File: src/rtl/mult_unit_pkg.sv
// Shared definitions for the sequential shift-and-add multiplier.
// FSM encodings, default operand width and counter-width helper.
package mult_unit_pkg;

    localparam int MULT_WIDTH = 32;

    localparam logic [1:0] ST_IDLE = 2'd0;
    localparam logic [1:0] ST_CALC = 2'd1;
    localparam logic [1:0] ST_FIX  = 2'd2;
    localparam logic [1:0] ST_DONE = 2'd3;

    function automatic int cnt_width(input int w);
        return (w > 1) ? $clog2(w) : 1;
    endfunction

endpackage

File: src/rtl/mult_unit_add32.sv
// WIDTH-bit ripple-carry adder built from a chain of full-adder cells.
// Carry-in is tied low; the carry-out feeds the multiplier's accumulate.
module add_full (
    input  logic x,
    input  logic y,
    input  logic ci,
    output logic s,
    output logic co
);
    assign s  = x ^ y ^ ci;
    assign co = (x & y) | (ci & (x ^ y));
endmodule

module add32 #(
    parameter int WIDTH = 32
) (
    input  logic [WIDTH-1:0] x,
    input  logic [WIDTH-1:0] y,
    output logic [WIDTH-1:0] sum,
    output logic             cout
);
    logic [WIDTH:0] c;

    assign c[0] = 1'b0;
    assign cout = c[WIDTH];

    for (genvar i = 0; i < WIDTH; i++) begin : g_bit
        add_full u_fa (
            .x  (x[i]),
            .y  (y[i]),
            .ci (c[i]),
            .s  (sum[i]),
            .co (c[i+1])
        );
    end
endmodule

File: src/rtl/mult_unit.sv
// Sequential signed/unsigned multiplier for mult/multu: magnitudes are
// multiplied by shift-and-add over WIDTH cycles, then the sign is applied.
module mult_unit
    import mult_unit_pkg::*;
#(
    parameter int WIDTH = MULT_WIDTH
) (
    input  logic             clk,
    input  logic             reset,
    input  logic             start,
    input  logic             is_signed,
    input  logic [WIDTH-1:0] a,
    input  logic [WIDTH-1:0] b,
    output logic             busy,
    output logic             done,
    output logic [WIDTH-1:0] hi,
    output logic [WIDTH-1:0] lo
);
    localparam int               CW    = cnt_width(WIDTH);
    localparam logic [CW-1:0]    LAST  = CW'(WIDTH - 1);
    localparam logic [WIDTH-1:0] ONE_W = WIDTH'(1);
    localparam logic [2*WIDTH-1:0] ONE_P = (2*WIDTH)'(1);

    logic [1:0]         state;
    logic [CW-1:0]      cnt;
    logic [2*WIDTH-1:0] p;
    logic [WIDTH-1:0]   ma;
    logic               neg;

    logic [WIDTH-1:0]   a_mag, b_mag, sum, upper;
    logic               cout, carry, accept;
    logic [2*WIDTH-1:0] res;

    // Magnitudes stay unsigned WIDTH bits, so the most-negative value maps to itself.
    assign a_mag  = (is_signed && a[WIDTH-1]) ? (~a + ONE_W) : a;
    assign b_mag  = (is_signed && b[WIDTH-1]) ? (~b + ONE_W) : b;
    assign accept = start && (state == ST_IDLE || state == ST_DONE);

    add32 #(.WIDTH(WIDTH)) u_add (
        .x    (p[2*WIDTH-1:WIDTH]),
        .y    (ma),
        .sum  (sum),
        .cout (cout)
    );

    assign upper = p[0] ? sum : p[2*WIDTH-1:WIDTH];
    assign carry = p[0] & cout;
    assign res   = neg ? (~p + ONE_P) : p;

    assign busy = (state == ST_CALC) || (state == ST_FIX);
    assign done = (state == ST_DONE);

    always_ff @(posedge clk) begin
        if (reset) begin
            state <= ST_IDLE;
            cnt   <= '0;
            p     <= '0;
            ma    <= '0;
            neg   <= 1'b0;
            hi    <= '0;
            lo    <= '0;
        end else begin
            case (state)
                ST_CALC: begin
                    p   <= {carry, upper, p[WIDTH-1:1]};
                    cnt <= cnt + CW'(1);
                    if (cnt == LAST) state <= ST_FIX;
                end
                ST_FIX: begin
                    {hi, lo} <= res;
                    state    <= ST_DONE;
                end
                default: begin
                    // IDLE and DONE both accept a new request.
                    if (accept) begin
                        ma    <= a_mag;
                        neg   <= is_signed & (a[WIDTH-1] ^ b[WIDTH-1]);
                        p     <= {{WIDTH{1'b0}}, b_mag};
                        cnt   <= '0;
                        state <= ST_CALC;
                    end else begin
                        state <= ST_IDLE;
                    end
                end
            endcase
        end
    end
endmodule

File: config.mk
export PLATFORM = sky130hd
export DESIGN_NAME = mult_unit
export DESIGN_NICKNAME = d
export VERILOG_FILES = /design/src/rtl/mult_unit_pkg.sv /design/src/rtl/mult_unit_add32.sv /design/src/rtl/mult_unit.sv
export SDC_FILE = /design/constraint.sdc
export NUM_CORES = 1
export LEC_CHECK = 0
export CAP_MARGIN = 20
export CORE_AREA = 2 2 121 147
export CTS_CLUSTER_SIZE = 24
export DETAILED_ROUTE_END_ITERATION = 12
export DIE_AREA = 0 0 123 149
export PLACE_DENSITY = 0.86
export REMOVE_ABC_BUFFERS = 1
export SYNTH_ARGS = -nofsm -noshare
export SYNTH_HDL_FRONTEND = slang
export SYNTH_SLANG_ARGS = --single-unit
File: constraint.sdc
create_clock -name clk -period 23.7 [get_ports clk]
set_clock_uncertainty 0.15 [all_clocks]
set_input_delay 4.74 -clock clk [delete_from_list [all_inputs] [get_ports clk]]
set_output_delay 4.74 -clock clk [all_outputs]
set_load 0.01 [all_outputs]
==> impl_metrics.toml <==
[placed_design]
dp_hpwl_um = 19100
io_buffer_count = 133
pre_cts_ws_ns = 10.38
gp_congestion = 0.918

[worst_setup_path]
cpMaxStageDelayCell = "fa_1"
critPathMaxFanout = 7
worstPathArrival_ns = 13.65
worst_path_largest_cell_delay_ns = 0.43
crit_type = "reg2reg"
crit_top_cell = "fa_1"
start_kind = "flip-flop"
required_ns = 23.93
r2r_start = "p[32]"
startpoint = "p[32]"
end_kind = "flip-flop"

[cells_and_area]
nets = 1443
synthToLayoutAreaGrowth_pct = 19.0
antenna_cells = 0
drive_gt1_share_pct = 5.27
mostFrequentLayoutCells = "nor2_1 (167), dfxtp_1 (167), clkdlybuf4s50_1 (132), a21oi_1 (90), a211oi_1 (86)"

[sta]
clock.fmax_ghz = 0.0745
worst_pin_slew_ns = 1.02
setup_viol = 0
period_needed_ns = 13.42
finalWorstSetupSlack_ns = 10.28
rsz0062_at_grt = "false"
timing.setup.tns_ns = 0
slew_headroom_pct = 31.8
post-route-period-util_pct = 56.6
report.final.slew_viol_count = 0
hold_viol = 0

[die]
die_width_um = 123
initial_core_util_pct = 59.4
row_count = 53
boundaryPins = 134
die_h_um = 149
core_mm2 = 0.0171
dieArea_mm2 = 0.0183

[logic_synthesis]
avgSynthCellArea_um2 = 8.03
synth_top_family_by_area = "compound AO/OA/AOI/OAI gates"
ys_warn_count = 0
synth_compound_gate_area_share_pct = 23.8
ys_seq_elements = 168
synth.distinct_cells = 64
syn_inst = 1266
synth-edff-count = 0
synthMuxAreaShare_pct = 1.11
synthArstFlopShare_pct = 0
synthAdderAreaFrac_pct = 7.21
ys.flop_type = "dfxtp_1"
synthXorXnorAreaFrac_pct = 8.27
yosys.area_share.simple_pct = 19.7
seq_area_frac_synth_pct = 33.1
synth_area_mm2 = 0.0102

[worst_hold_path]
hold_path.startpoint = "ma[31]"
hold_class = "reg2reg"

[drt]
via_count = 9831
drt-total-wl_um = 28300
ant_nets = 0
wl_per_cell_um = 18.0
avgViaCountPerCell = 6.27
drc = 0
drt-pass1-iter-count = 6
drtIter0Drc = 1019

[clocking]
post-cts-setup-buffers = 0
cts_root_buf = "clkbuf_16"
numCtsBuffers = 17
cts_sinks = 168
insertion_delay_ns = 0.44
post_cts_resized = 0
htreeDepth = 4
cts_hold_buf = 0
tritoncts = "done"
clockBufferDepth = 2
cts.clk_slew.worst_paths_ns = 0.07

[global_routing]
first_global_vias = 9335
track_usage_pct = 31.1
grt_overflow_total = 0
grt_max_degree = 75
antenna_found_initial = 0
grt_pass1_wl_um = 45500

[power_and_ir_drop]
p_per_area_mw_per_mm2 = 114
max-vdd-ir-drop_uv = 94.5
p_leak_nw = 4.00

[status]
status = "finished clean"

[flow_run]
cap_violations = 0
==> where the power goes <==
group / internal [mW] / total (mW) / switching [mW]
combinational: 0.238 / 0.670 / 0.432
clock: 0.158 / 0.281 / 0.122
sequential: 0.356 / 0.423 / 0.0672
total: 0.752 / 1.37 / 0.622
==> metal layers <==
metal  track usage [%]  vias to the layer above  wire length (µm)
met5                 0                        -                 0
met4              16.0                        0              1250
met3              4.55                       98              2130
met2              52.1                      470             13800
met1              38.7                     4621             11100
li1                  -                     4642                 -
==> cell usage after synthesis, types with 3 or more instances <==
library cell / n / share of area (%)
dfxtp_1: 168 / 33
nor2_1: 167 / 6.2
a21oi_1: 91 / 4.5
a211oi_1: 86 / 6.3
inv_1: 83 / 3.1
clkbuf_1: 80 / 3.0
nand2_1: 70 / 2.6
o21ai_0: 65 / 3.2
xnor2_1: 51 / 4.4
xor2_1: 45 / 3.9
fa_1: 31 / 6.1
nor3_1: 28 / 1.4
o31ai_1: 24 / 1.8
or3_1: 22 / 1.4
nand3_1: 21 / 1.0
nor4_1: 18 / 1.1
or4_1: 17 / 1.3
o211ai_1: 16 / 1.2
o41ai_1: 15 / 1.3
a31oi_1: 13 / 0.80
nor2b_1: 12 / 0.74
buf_1: 11 / 0.41
and3_1: 10 / 0.62
nand2b_1: 10 / 0.62
ha_1: 9 / 1.1
mux2i_1: 9 / 0.89
nand4_1: 9 / 0.55
a221oi_1: 6 / 0.52
nor3b_1: 6 / 0.44
a211o_1: 5 / 0.43
a21o_1: 4 / 0.30
a22oi_1: 4 / 0.30
a311o_1: 4 / 0.39
a311oi_1: 4 / 0.34
and2_1: 4 / 0.25
o21a_1: 4 / 0.30
a31o_2: 3 / 0.26
buf_6: 3 / 0.33
or2_2: 3 / 0.18
==> flip-flops by register name, indices dropped and copies added (netlist names) <==
| name | cells |
|---|---|
| hi | 32 |
| ma | 32 |
| lo | 32 |
| neg | 1 |
| state | 2 |
| p | 64 |
| cnt | 5 |
==> logic make-up (layout without fill, tap and decap cells) <==
| logic type | count (synthesis) | count (layout) |
|---|---|---|
| mux | 11 | 11 |
| buf+inv | 179 | 261 |
| simple gates | 409 | 409 |
| fa+ha+maj | 40 | 40 |
| flops | 168 | 168 |
| xor+xnor | 96 | 96 |
| compound gates | 363 | 363 |
==> path summary, 6_finish.rpt <==
check | slack, ns | cells past startpoint | endpoint
max | 10.28 | 38 | p[62]
min reg2reg | 0.31 | 2 | ma[31]
min | 0.31 | 2 | ma[31]
max reg2reg | 10.28 | 38 | p[62]
==> through the flow <==
stage / instance area, µm² / hold slack [ns] / utilization [%] / instances / power [mW]
after global routing: 12100 / 0.320 / 70.8 / 1568 / 1.46
after detailed placement: 11500 / 0.297 / 67.2 / 1535 / 1.08
final: 12100 / 0.308 / 70.8 / 1568 / 1.37
after global placement: 11500 / 0.290 / 67.2 / 1535 / 1.06
after CTS: 12100 / 0.309 / 70.6 / 1567 / 1.36
after floorplan: 9790 / 0.276 / - / 1171 / 0.846
==> worst max-delay path, delay by kind of cell, from the launching register on <==
family / cells / cell delay, ns
adder cells (fa/ha/maj): 32 / 12.16
AO/OA/AOI/OAI: 2 / 0.30
flip-flops: 1 / 0.42
buffers and inverters: 3 / 0.21
AND/OR/NAND/NOR: 1 / 0.11
==> layout make-up <==
cell class | instances | area (µm²)
clock inverter | 14 | 149
timing repair buffer | 145 | 1430
inverter | 84 | 315
tap | 220 | 275
multi-input combinational | 919 | 6130
clock buffer | 18 | 439
sequential | 168 | 3360
fill | 1379 | 5000
No activity file was read; power rests on OpenSTA's default activity.
